$ cat config.mk
export PLATFORM = sky130hd
export DESIGN_NAME = control_sequencer
export DESIGN_NICKNAME = d
export VERILOG_FILES = /design/src/rtl/seq_pkg.sv /design/src/rtl/seq_decoder.sv /design/src/rtl/control_sequencer.sv
export SDC_FILE = /design/constraint.sdc
export NUM_CORES = 1
export LEC_CHECK = 0
export ABC_AREA = 1
export CORE_MARGIN = 4
export CORE_UTILIZATION = 50
export DETAILED_ROUTE_END_ITERATION = 10
export GPL_ROUTABILITY_DRIVEN = 1
export PLACE_DENSITY = 0.85
export SKIP_LAST_GASP = 1
export SLEW_MARGIN = 25
export SYNTH_ARGS = -nofsm -noshare
export SYNTH_HDL_FRONTEND = slang
export SYNTH_SLANG_ARGS = --single-unit
$ cat constraint.sdc
create_clock -name clk -period 4.6 [get_ports clk]
set_input_delay 0.69 -clock clk [delete_from_list [all_inputs] [get_ports clk]]
set_output_delay 0.69 -clock clk [all_outputs]
set_load 0.1 [all_outputs]
$ cat src/rtl/seq_pkg.sv
// Shared encodings for the control sequencer: states, opcodes, ALU selects, cw bits.
// SEQ_SINGLE_STEP_EN adds the STEP wait state.
package seq_pkg;

`ifdef SEQ_SINGLE_STEP_EN
    typedef enum logic [2:0] {
        ST_IDLE  = 3'd0,
        ST_FETCH = 3'd1,
        ST_EXEC  = 3'd2,
        ST_NEXT  = 3'd3,
        ST_HALT  = 3'd4,
        ST_STEP  = 3'd5
    } state_t;
`else
    typedef enum logic [2:0] {
        ST_IDLE  = 3'd0,
        ST_FETCH = 3'd1,
        ST_EXEC  = 3'd2,
        ST_NEXT  = 3'd3,
        ST_HALT  = 3'd4
    } state_t;
`endif

    localparam logic [3:0] OP_NOP = 4'h0;
    localparam logic [3:0] OP_LDA = 4'h1;
    localparam logic [3:0] OP_STA = 4'h2;
    localparam logic [3:0] OP_ADD = 4'h3;
    localparam logic [3:0] OP_SUB = 4'h4;
    localparam logic [3:0] OP_AND = 4'h5;
    localparam logic [3:0] OP_OR  = 4'h6;
    localparam logic [3:0] OP_XOR = 4'h7;
    localparam logic [3:0] OP_NOT = 4'h8;
    localparam logic [3:0] OP_JZ  = 4'h9;
    localparam logic [3:0] OP_JMP = 4'hA;
    localparam logic [3:0] OP_HLT = 4'hF;

    localparam logic [2:0] ALU_PASS = 3'b000;
    localparam logic [2:0] ALU_ADD  = 3'b001;
    localparam logic [2:0] ALU_SUB  = 3'b010;
    localparam logic [2:0] ALU_AND  = 3'b011;
    localparam logic [2:0] ALU_OR   = 3'b100;
    localparam logic [2:0] ALU_XOR  = 3'b101;
    localparam logic [2:0] ALU_NOT  = 3'b110;

    localparam int CW_BR     = 7;
    localparam int CW_PC_INC = 6;
    localparam int CW_IR_LD  = 5;
    localparam int CW_DM_WE  = 4;
    localparam int CW_ALU_HI = 3;
    localparam int CW_ALU_LO = 1;
    localparam int CW_ACC_LD = 0;

    function automatic logic [7:0] mk_cw(
        input logic       br,
        input logic       dm,
        input logic [2:0] alu,
        input logic       acc
    );
        logic [7:0] c;
        c = '0;
        c[CW_BR] = br;
        c[CW_DM_WE] = dm;
        c[CW_ALU_HI:CW_ALU_LO] = alu;
        c[CW_ACC_LD] = acc;
        return c;
    endfunction

endpackage

$ cat src/rtl/seq_decoder.sv
// Combinational opcode decoder producing the EXEC-phase control word.
// Undefined opcodes decode as NOP and raise is_illegal.
module seq_decoder
    import seq_pkg::*;
(
    input  logic [3:0] opcode,
    output logic [7:0] cw_exec,
    output logic       is_branch,
    output logic       is_jz,
    output logic       is_halt,
    output logic       is_illegal
);

    always_comb begin
        cw_exec    = '0;
        is_branch  = 1'b0;
        is_jz      = 1'b0;
        is_halt    = 1'b0;
        is_illegal = 1'b0;
        unique case (opcode)
            OP_NOP: cw_exec = '0;
            OP_LDA: cw_exec = mk_cw(1'b0, 1'b0, ALU_PASS, 1'b1);
            OP_STA: cw_exec = mk_cw(1'b0, 1'b1, ALU_PASS, 1'b0);
            OP_ADD: cw_exec = mk_cw(1'b0, 1'b0, ALU_ADD, 1'b1);
            OP_SUB: cw_exec = mk_cw(1'b0, 1'b0, ALU_SUB, 1'b1);
            OP_AND: cw_exec = mk_cw(1'b0, 1'b0, ALU_AND, 1'b1);
            OP_OR:  cw_exec = mk_cw(1'b0, 1'b0, ALU_OR, 1'b1);
            OP_XOR: cw_exec = mk_cw(1'b0, 1'b0, ALU_XOR, 1'b1);
            OP_NOT: cw_exec = mk_cw(1'b0, 1'b0, ALU_NOT, 1'b1);
            OP_JZ: begin
                cw_exec   = mk_cw(1'b1, 1'b0, ALU_PASS, 1'b0);
                is_branch = 1'b1;
                is_jz     = 1'b1;
            end
            OP_JMP: begin
                cw_exec   = mk_cw(1'b1, 1'b0, ALU_PASS, 1'b0);
                is_branch = 1'b1;
            end
            OP_HLT: is_halt = 1'b1;
            default: is_illegal = 1'b1;
        endcase
    end

endmodule

$ cat src/rtl/control_sequencer.sv
// FETCH/EXEC/NEXT control sequencer with IR, branch-taken flag and retire counter.
// Optional SEQ_SINGLE_STEP_EN inserts a STEP wait state after NEXT.
module control_sequencer
    import seq_pkg::*;
#(
    parameter int CNT_W = 16
) (
    input  logic             clk,
    input  logic             rst,
    input  logic             run,
    input  logic [15:0]      instr,
    input  logic             zf,
`ifdef SEQ_SINGLE_STEP_EN
    input  logic             step,
`endif
    output logic [7:0]       cw,
    output logic             pc_load,
    output logic [15:0]      ir_out,
    output logic [2:0]       state,
    output logic             halted,
    output logic             illegal,
    output logic [CNT_W-1:0] instr_cnt
);

    localparam logic [7:0] CW_FETCH = 8'(1 << CW_IR_LD);
    localparam logic [7:0] CW_INC   = 8'(1 << CW_PC_INC);

    state_t            r_state;
    logic [7:0]        r_cw;
    logic [15:0]       r_ir;
    logic              r_taken;
    logic              r_halted;
    logic              r_illegal;
    logic [CNT_W-1:0]  r_cnt;

    logic [3:0]        w_opcode;
    logic [7:0]        w_cw_exec;
    logic              w_is_branch;
    logic              w_is_jz;
    logic              w_is_halt;
    logic              w_is_illegal;
    logic              w_taken;

    // In FETCH decode the incoming word so EXEC's cw is ready on entry
    assign w_opcode = (r_state == ST_FETCH) ? instr[15:12] : r_ir[15:12];
    assign w_taken  = w_is_branch & (~w_is_jz | zf);

    seq_decoder u_dec (
        .opcode     (w_opcode),
        .cw_exec    (w_cw_exec),
        .is_branch  (w_is_branch),
        .is_jz      (w_is_jz),
        .is_halt    (w_is_halt),
        .is_illegal (w_is_illegal)
    );

    always_ff @(posedge clk or negedge rst) begin
        if (!rst) begin
            r_state   <= ST_IDLE;
            r_cw      <= '0;
            r_ir      <= '0;
            r_taken   <= 1'b0;
            r_halted  <= 1'b0;
            r_illegal <= 1'b0;
            r_cnt     <= '0;
        end else begin
            unique case (r_state)
                ST_IDLE: begin
                    if (run) begin
                        r_state <= ST_FETCH;
                        r_cw    <= CW_FETCH;
                    end
                end
                ST_FETCH: begin
                    r_ir    <= instr;
                    r_state <= ST_EXEC;
                    r_cw    <= w_cw_exec;
                end
                ST_EXEC: begin
                    r_illegal <= r_illegal | w_is_illegal;
                    if (w_is_halt) begin
                        r_state  <= ST_HALT;
                        r_cw     <= '0;
                        r_taken  <= 1'b0;
                        r_halted <= 1'b1;
                        r_cnt    <= r_cnt + CNT_W'(1);
                    end else begin
                        r_state <= ST_NEXT;
                        r_taken <= w_taken;
                        r_cw    <= w_taken ? 8'h00 : CW_INC;
                    end
                end
                ST_NEXT: begin
                    r_taken <= 1'b0;
                    r_cnt   <= r_cnt + CNT_W'(1);
`ifdef SEQ_SINGLE_STEP_EN
                    r_state <= ST_STEP;
                    r_cw    <= '0;
`else
                    r_state <= ST_FETCH;
                    r_cw    <= CW_FETCH;
`endif
                end
`ifdef SEQ_SINGLE_STEP_EN
                ST_STEP: begin
                    if (step) begin
                        r_state <= ST_FETCH;
                        r_cw    <= CW_FETCH;
                    end
                end
`endif
                ST_HALT: begin
                    r_cw <= '0;
                end
                default: begin
                    r_state <= ST_IDLE;
                    r_cw    <= '0;
                    r_taken <= 1'b0;
                end
            endcase
        end
    end

    assign cw        = r_cw;
    assign pc_load   = r_taken;
    assign ir_out    = r_ir;
    assign state     = r_state;
    assign halted    = r_halted;
    assign illegal   = r_illegal;
    assign instr_cnt = r_cnt;

endmodule
==> results_dict.tcl <==
set metrics [dict create \
    ioPinCount 66 \
    grt_setup_unrepaired "no" \
    cts_root_buffer "sky130_fd_sc_hd__clkbuf_8" \
    synth_mux_area_frac 0 \
    final_layout_size_suffix_gt1_frac 0.0856 \
    tritoncts "done" \
    via_per_inst 5.15 \
    required_ns 3.91 \
    count_of_standard_cell_rows 24 \
    antenna_cells_inserted 0 \
    crit-reg2reg-launch "state[2]" \
    synth_top_area_cell "sky130_fd_sc_hd__dfrtp_1" \
    sequential_fraction_of_the_synthesis_area 0.493 \
    finalWirelength_mm 5.33 \
    startpoint_types "flop" \
    synth_compound_gate_area_share 0.0236 \
    drt_pass1_iterations 4 \
    timing.final.crit_share 0.573 \
    timing.setup.tns_ns 0 \
    place_congestion 0.824 \
    grt_pass1_wl_mm 9.45 \
    number_of_buffers_added_by_the_clock_tree_synthesis_step 5 \
    synth_top_family_by_area "simple AND/OR/NAND/NOR gates" \
    adder_and_majority_cell_fraction_of_the_synthesized_area 0.00536 \
    synth_fp_nets 317 \
    critical_path_peak_fanout 6 \
    min_path_type "in2async" \
    worst-setup-path-type "reg2out" \
    maxClockFrequency_mhz 379 \
    ys_top_cells_by_area "sky130_fd_sc_hd__dfrtp_1 (49%), sky130_fd_sc_hd__nand2_1 (19%), sky130_fd_sc_hd__nand3_1 (5.8%)" \
    cell_with_the_largest_stage_delay_on_the_worst_path "sky130_fd_sc_hd__clkdlybuf4s50_1" \
    layout_commonest_cell "sky130_fd_sc_hd__nand2_1" \
    drt_iter0_drc 96 \
    most-common-layout-cells "sky130_fd_sc_hd__nand2_1 (118), sky130_fd_sc_hd__clkdlybuf4s50_1 (64), sky130_fd_sc_hd__dfrtp_1 (46)" \
    die_width_um 76.3 \
    hold_buffers 0 \
    syn2layout_area_growth_pct 31.7 \
    clock_latency_of_the_later_clocked_register_in_the_worst_skew_pair_ns 0.30 \
    synthesis_warning_total 0 \
    floorplan.core_area_um2 4440 \
    clkTransAtPathRegs_ns 0.08 \
    final_nets 383 \
    ff_latch_count_synth 46 \
    report.final.setup_viol 0 \
    post_synth_inst_count 296 \
    syn_avg_cell_area_um2 7.88 \
    startpoint "state[2]" \
    clockBufferDepth 2 \
    detailedPlacementHpwl_mm 3.90 \
    endpoint_kind "output port" \
    worst_ep_arrival_time_ns 1.95 \
    dieArea_um2 5820 \
    fraction_of_post_synthesis_cell_area_in_the_top_cell_type_by_area 0.493 \
    die_h_um 76.3 \
    final_slew_viol_count 0 \
    worstPathCellList "clkdlybuf4s50_1" \
    gr-total-overflow 0 \
    grt_start_max_net_pins 47 \
    cp_slowest_stage_delay_ns 1.18 \
    number_of_antenna_violations_at_the_first_check_in_global_routing 0 \
    post-cts-setup-buffers 0 \
    finalCriticalPeriod_ns 2.64 \
    synth_cell_type_count 25 \
    fin_worst_skew_ns 0.00477 \
    run_status "finished clean" \
    clkSinkCount 46 \
    cp_num_buf_inv 1 \
    port_buffers 65 \
    initial_utilization 0.525 \
    post_dr_wirelength_cell_um 12.9 \
    num_vias 2131 \
    area_of_the_mapped_netlist_um2 2330 \
    detail_route.drc_violations 0 \
    worst_path_dominant_cell_family "buffers and inverters" \
    grt_usage 0.195 \
    drv_cap 0 \
    postRouteAntennaNets 0 \
    relSlewSlack 0.329 \
    clock_tree.htree_level_count 2 \
    hold_viol 0 \
    post_synth_and_or_nand_nor_area_fraction 0.366 \
    worst_slew_pin_slew_ns 1.00 \
    post_synth_xor_area_fraction 0.0450 \
    cts.repair.resized 0 \
    first_global_vias 2158 \
]
-- area by class of cell --
type / instances / area, um^2
timing repair buffer: 66 / 656
sequential: 46 / 1150
tap: 52 / 65.1
inverter: 26 / 97.6
multi-input combinational: 217 / 1030
clock buffer: 5 / 68.8
fill: 386 / 1370
clock inverter: 2 / 10.0
-- per-stage QoR --
step           setup slack, ns  cells  hold WS (ns)  area, um^2   util
3_5_place_dp              2.24    407         0.454        2990  0.673
3_3_place_gp              2.29    407         0.452        2990  0.673
5_1_grt                   1.92    414         0.434        3070  0.692
4_1_cts                   1.95    414         0.478        3070  0.691
2_1_floorplan             2.36    296         0.394        2330      -
6_report                  1.96    414         0.378        3070  0.692
-- logic make-up after synthesis --
logic type	Yosys count
fa+ha+maj	1
simple gates	194
xor+xnor	12
buf+inv	33
compound gates	10
flops	46
-- routing by layer --
metal	wire, um	part of all wire	global-route usage	up-vias
met4	76	0.014	0.0562	0
met1	2190	0.41	0.221	1007
met2	2660	0.50	0.347	67
met5	0	0	0	-
li1	-	-	-	1048
met3	404	0.076	0.0662	9
-- sequential cells by signal (all words and copies together), names as in the netlist --
register   flops
cw             8
halted         1
illegal        1
instr_cnt     16
ir_out        16
pc_load        1
state          3
-- path summary, 6_finish.rpt --
check | depth (start not counted) | endpoint | slack [ns]
max in group asynchronous | 1 | halted | 3.84
worst min register to register | 2 | illegal | 0.48
worst max-delay path | 1 | state[2] | 1.96
min in group clk | 2 | illegal | 0.48
worst max register to register | 9 | instr_cnt[1] | 2.40
worst min-delay path | 1 | instr_cnt[2] | 0.38
-- synth_stat cells --
master,instances
sky130_fd_sc_hd__a21boi_0,2
sky130_fd_sc_hd__a21oi_1,1
sky130_fd_sc_hd__buf_12,1
sky130_fd_sc_hd__buf_2,1
sky130_fd_sc_hd__buf_6,2
sky130_fd_sc_hd__clkbuf_1,3
sky130_fd_sc_hd__dfrtp_1,46
sky130_fd_sc_hd__ha_1,1
sky130_fd_sc_hd__inv_1,24
sky130_fd_sc_hd__inv_2,2
sky130_fd_sc_hd__nand2_1,118
sky130_fd_sc_hd__nand2_2,15
sky130_fd_sc_hd__nand2_4,1
sky130_fd_sc_hd__nand3_1,27
sky130_fd_sc_hd__nand3_2,1
sky130_fd_sc_hd__nand3_4,1
sky130_fd_sc_hd__nand3b_1,1
sky130_fd_sc_hd__nand4_1,2
sky130_fd_sc_hd__nor2_1,20
sky130_fd_sc_hd__nor2_2,1
sky130_fd_sc_hd__nor2_4,1
sky130_fd_sc_hd__nor3_1,6
sky130_fd_sc_hd__o21ai_0,7
sky130_fd_sc_hd__xnor2_1,4
sky130_fd_sc_hd__xor2_1,8
Power is left out: the tool's default activity adds up to more than one toggle a clock period on the data nets, which glitch-free logic cannot reach.
==> variant 1: new RTL, same flow settings <==
Add a define of `SEQ_SINGLE_STEP_EN`.
--- a/src/rtl/seq_pkg.sv
+++ b/src/rtl/seq_pkg.sv
@@ -1,5 +1,7 @@
 // Shared encodings for the control sequencer: states, opcodes, ALU selects, cw bits.
 // SEQ_SINGLE_STEP_EN adds the STEP wait state.
+`define SEQ_SINGLE_STEP_EN
+
 package seq_pkg;
 
 `ifdef SEQ_SINGLE_STEP_EN
Interface: changed (added step); port bits go from 66 to 67. No check against the original RTL was run, so the function may have changed too.
==> variant 1 against the unedited design <==
Setup slack worse by 0.11 ns. Core utilization fell by 2.0 points. Wire length rose by 3.9%. Synthesized cell count is 1.0% higher. Sequential cell count did not move. Final area is 2.6% higher. Via count is the same. Area after synthesis is 3.4% higher. Largest cell class unchanged. Highest routed layer unchanged.
Power is not shown: default switching activity piles up to over one toggle a cycle in this logic, so the estimate is an artifact.
==> variant 1: results (changes against the unedited design) <==
* Proportion of cell area spent on the clock network at 0.0242 (-0.00143)
* Non-clock buffer share at 0.209 (-0.00454)
* Leading cell types by total area after synthesis: sky130_fd_sc_hd__dfrtp_1 48%, sky130_fd_sc_hd__nand2_1 18%, sky130_fd_sc_hd__nand3_1 5.6%
* Wire length of the first global-routing pass at 9.79 mm (+3.6%)
* Routed met1 length at 2.30 mm (+4.9%)
* Sum of met3 wire segment lengths after detailed routing at 413 um (+2.2%)
* Post-layout util at 0.672 (-0.0197)
* Clock Buffer Count at 7 (+2)
* Synth top cells by count: 114 x sky130_fd_sc_hd__nand2_1, 46 x sky130_fd_sc_hd__dfrtp_1, 27 x sky130_fd_sc_hd__nand3_1, 23 x sky130_fd_sc_hd__inv_1, 15 x sky130_fd_sc_hd__nand2_2
* Number of tap instances at 54 (+3.8%)
* Inverter count of the layout excluding clock inverters at 29 (+12%)
* Global Route met3 Usage at 0.0708 (+0.00457)
* Met1 layer usage reported by global route at 0.237 (+0.0158)
* Total track usage at 0.202 (+0.00684)
* Post-DR wirelength/cell at 13.2 um (+2.7%)
* Register share of the cell area at 0.365 (-0.00936)
* Arrival time at the worst endpoint at 2.06 ns (+0.11 ns)
* Number of fill cells at 392 (+1.6%)
* Share of final-layout standard cells stronger than drive strength 1 at 0.104 (+0.0185)
* Warnings, synthesis at 0 (unchanged)
* Status: finished, final reports clean
* Global-route track usage on met2 at 0.348 (+0.000914)
* Routability cong. at 0.819 (-0.68%)
* Via count of the first global-routing pass at 2155 (-0.14%)
* Port-buffer cells at 66 (+1.5%)
* Biggest fanout along the worst timing path at 8 (+2)
* Area of the multi-input gates at 0.00109 sq mm (+6.1%)
* Synthesized netlist net count at 321 (+1.3%)
* Maximum clock skew at final layout at 0.00850 ns (+0.00373 ns)
* Worst stage delay on the critical path at 1.21 ns (+0.03 ns)
* Slew HR at 0.327 (-0.00267)
* Final net count at 387 (+1.0%)
-- variant 1: worst register-to-register path, cell delays in order (launching register included) --
cell	delay, ns
sky130_fd_sc_hd__dfrtp_1	0.51
sky130_fd_sc_hd__inv_4	0.14
sky130_fd_sc_hd__nand3_4	0.23
sky130_fd_sc_hd__nand2_1	0.15
sky130_fd_sc_hd__nand2_2	0.14
sky130_fd_sc_hd__nor2_4	0.19
sky130_fd_sc_hd__nand3_4	0.23
sky130_fd_sc_hd__nand2_4	0.28
sky130_fd_sc_hd__nand2_1	0.08
sky130_fd_sc_hd__nand2_1	0.07
-- variant 1: stage by stage --
step | setup WS, ns | hold slack, ns | instances
after CTS | 1.84 | 0.488 | 419
after floorplan | 2.42 | 0.394 | 299
after global placement | 2.20 | 0.445 | 412
final | 1.85 | 0.388 | 419
after global routing | 1.76 | 0.429 | 419
after detailed placement | 2.16 | 0.466 | 412
-- variant 1: logic make-up (layout without fill, tap and decap cells) --
family,Yosys count,in the layout,share of synthesized area
compound gates,9,9,0.0213
xor+xnor,14,14,0.0508
fa+ha+maj,1,1,0.00519
buf+inv,36,102,0.0716
flops,46,46,0.477
mux,1,1,0.00467
simple gates,192,192,0.369
-- variant 1: path summary, 6_finish.rpt --
path / start / to / slack (ns) / cells after the start
min: rst / instr_cnt[13]$_DFFE_PN0P_ / 0.39 / 1
min reg2reg: halted$_DFFE_PN0P_ / halted$_DFFE_PN0P_ / 0.47 / 2
max reg2reg: state[2]$_DFFE_PN0P_ / instr_cnt[0]$_DFFE_PN0P_ / 2.52 / 9
max: state[2]$_DFFE_PN0P_ / state[2] / 1.85 / 1
max in group asynchronous: rst / ir_out[3]$_DFFE_PN0P_ / 3.81 / 1
min in group clk: halted$_DFFE_PN0P_ / halted$_DFFE_PN0P_ / 0.47 / 2
==> variant 2: new RTL, config.mk and constraints unchanged <==
Made on the original files. Put one more register stage on the output `cw`, with the module's reset. The value now appears one clock later. The other outputs are not delayed to match.
--- a/src/rtl/control_sequencer.sv
+++ b/src/rtl/control_sequencer.sv
@@ -121,7 +121,13 @@
         end
     end
 
-    assign cw        = r_cw;
+    always_ff @(posedge clk or negedge rst) begin
+        if (!rst) begin
+            cw <= '0;
+        end else begin
+            cw <= r_cw;
+        end
+    end
     assign pc_load   = r_taken;
     assign ir_out    = r_ir;
     assign state     = r_state;
Function: changed (a bounded check fails within 4 cycles, from zero or initial values and one cycle with rst low).
==> variant 2 against the unedited design <==
Synthesized cell count increased by 4.1%. Critical path depth did not move. Setup slack got worse by 0.032 ns. Area after synthesis grew 8.2%. Sequential share of layout area increased by 3.3 points. Wire length is 2.1% higher. Sequential cell count grew 8. Critical endpoint is now state[0]. Final area increased by 8.0%.
Power is left out: the tool's default activity adds up to more than one toggle a clock period on the data nets, which glitch-free logic cannot reach.
==> variant 2: results (changes against the unedited design) <==
* Met2 WL post-DR at 2.59 mm (-2.5%)
* Wire length of the first global-routing pass at 9.33 mm (-1.3%)
* Global Route met3 Usage at 0.0612 (-0.00497)
* Number of library cell types mapped by synthesis at 26 (+4.0%)
* Global-route track usage on met2 at 0.313 (-0.0340)
* CTS buffer count at 5 (unchanged)
* Post-placement worst setup slack at 2.27 ns (+0.0235 ns)
* Sum of met3 wire segment lengths after detailed routing at 371 um (-8.2%)
* Maximum clock skew at final layout at 0.0102 ns (+0.00546 ns)
* Detailed router's first-iteration violation count at 189 (+97%)
* Worst slack on hold paths at 0.385 ns (+0.00732 ns)
* Fin crit period at 2.67 ns (+0.0324 ns)
* Post-DR wirelength/cell at 12.3 um (-4.6%)
* Endpoint of the worst-slack reg-to-reg timing path: instr_cnt[10]$_DFFE_PN0P_
* Routability cong. at 0.860 (+4.3%)
* Via count of the first global-routing pass at 2070 (-4.1%)
* # resized after CTS at 0 (unchanged)
* XOR/XNOR share of the synthesized area at 0.0416 (-0.00339)
* Leading cell types by total area after synthesis: sky130_fd_sc_hd__dfrtp_1 54%, sky130_fd_sc_hd__nand2_1 21%, sky130_fd_sc_hd__nand3_1 6.7%
* Post-DP HPWL at 3.89 mm (-0.36%)
* Vias per cell at 4.92 (-4.5%)
* Class of the worst hold path: reg -> reg
* Total track usage at 0.186 (-0.00855)
* Arrival time at the worst endpoint at 1.98 ns (+0.03 ns)
* Final net count at 396 (+3.4%)
* Pin count of the biggest net entering global routing at 55 (+17%)
* Beginning of the critical path: state[0]$_DFFE_PN0P_
* Share of final-layout standard cells stronger than drive strength 1 at 0.0585 (-0.0271)
* Fraction of the mapped netlist area in compound gates at 0.0178 (-0.00574)
* Synth top cells by count: 138 x sky130_fd_sc_hd__nand2_1, 54 x sky130_fd_sc_hd__dfrtp_1, 34 x sky130_fd_sc_hd__nand3_1, 20 x sky130_fd_sc_hd__inv_1, 17 x sky130_fd_sc_hd__nor2_1
* TritonRoute pass-1 iters at 5 (+1)
* Routed met1 length at 2.43 mm (+11%)
* H-tree depth at 2 (unchanged)
* Synthesized netlist net count at 329 (+3.8%)
* Status: finished, final reports clean
* Port-buffer cells at 65 (unchanged)
* Slew HR at 0.325 (-0.00459)
* Area after DPL at 0.00322 sq mm (+7.7%)
* Met1 layer usage reported by global route at 0.236 (+0.0155)
* Adder-Cell Fraction of Synth Area at 0.00496 (-0.000404)
* Number of fill cells at 411 (+6.5%)
* Slack of the worst reg-to-reg path at 2.37 ns (-0.03 ns)
* Register area share after synthesis at 0.535 (+0.0422)
* Clock slew at the register clock pins of the worst setup and hold paths at 0.11 ns (+0.03 ns)
* Critical path destination: state[0]
* Biggest fanout along the worst timing path at 7 (+1)
==> variant 2: changes by cell type in the layout (fill, tap and decap cells not counted), sizes merged, moves of 5 or more <==
cell   unedited run  this run
dfrtp            46        54
nand2           134       144
nand3            29        36
nor3              6         1
==> variant 2: per-stage QoR <==
step,cells,util
floorplan,308,-
global placement,435,0.669
detailed placement,435,0.669
CTS,443,0.689
global route,443,0.689
finish,443,0.689
==> variant 2: cell type report <==
| type | count | area [sq um] | share of cell area |
|---|---|---|---|
| Inverter | 21 | 78.8 | 0.0237 |
| Tap cell | 67 | 83.8 | 0.0253 |
| Multi-Input combinational cell | 226 | 1050 | 0.315 |
| Clock buffer | 5 | 68.8 | 0.0207 |
| Clock inverter | 3 | 28.8 | 0.00867 |
| Sequential cell | 54 | 1350 | 0.407 |
| Timing Repair Buffer | 67 | 661 | 0.199 |
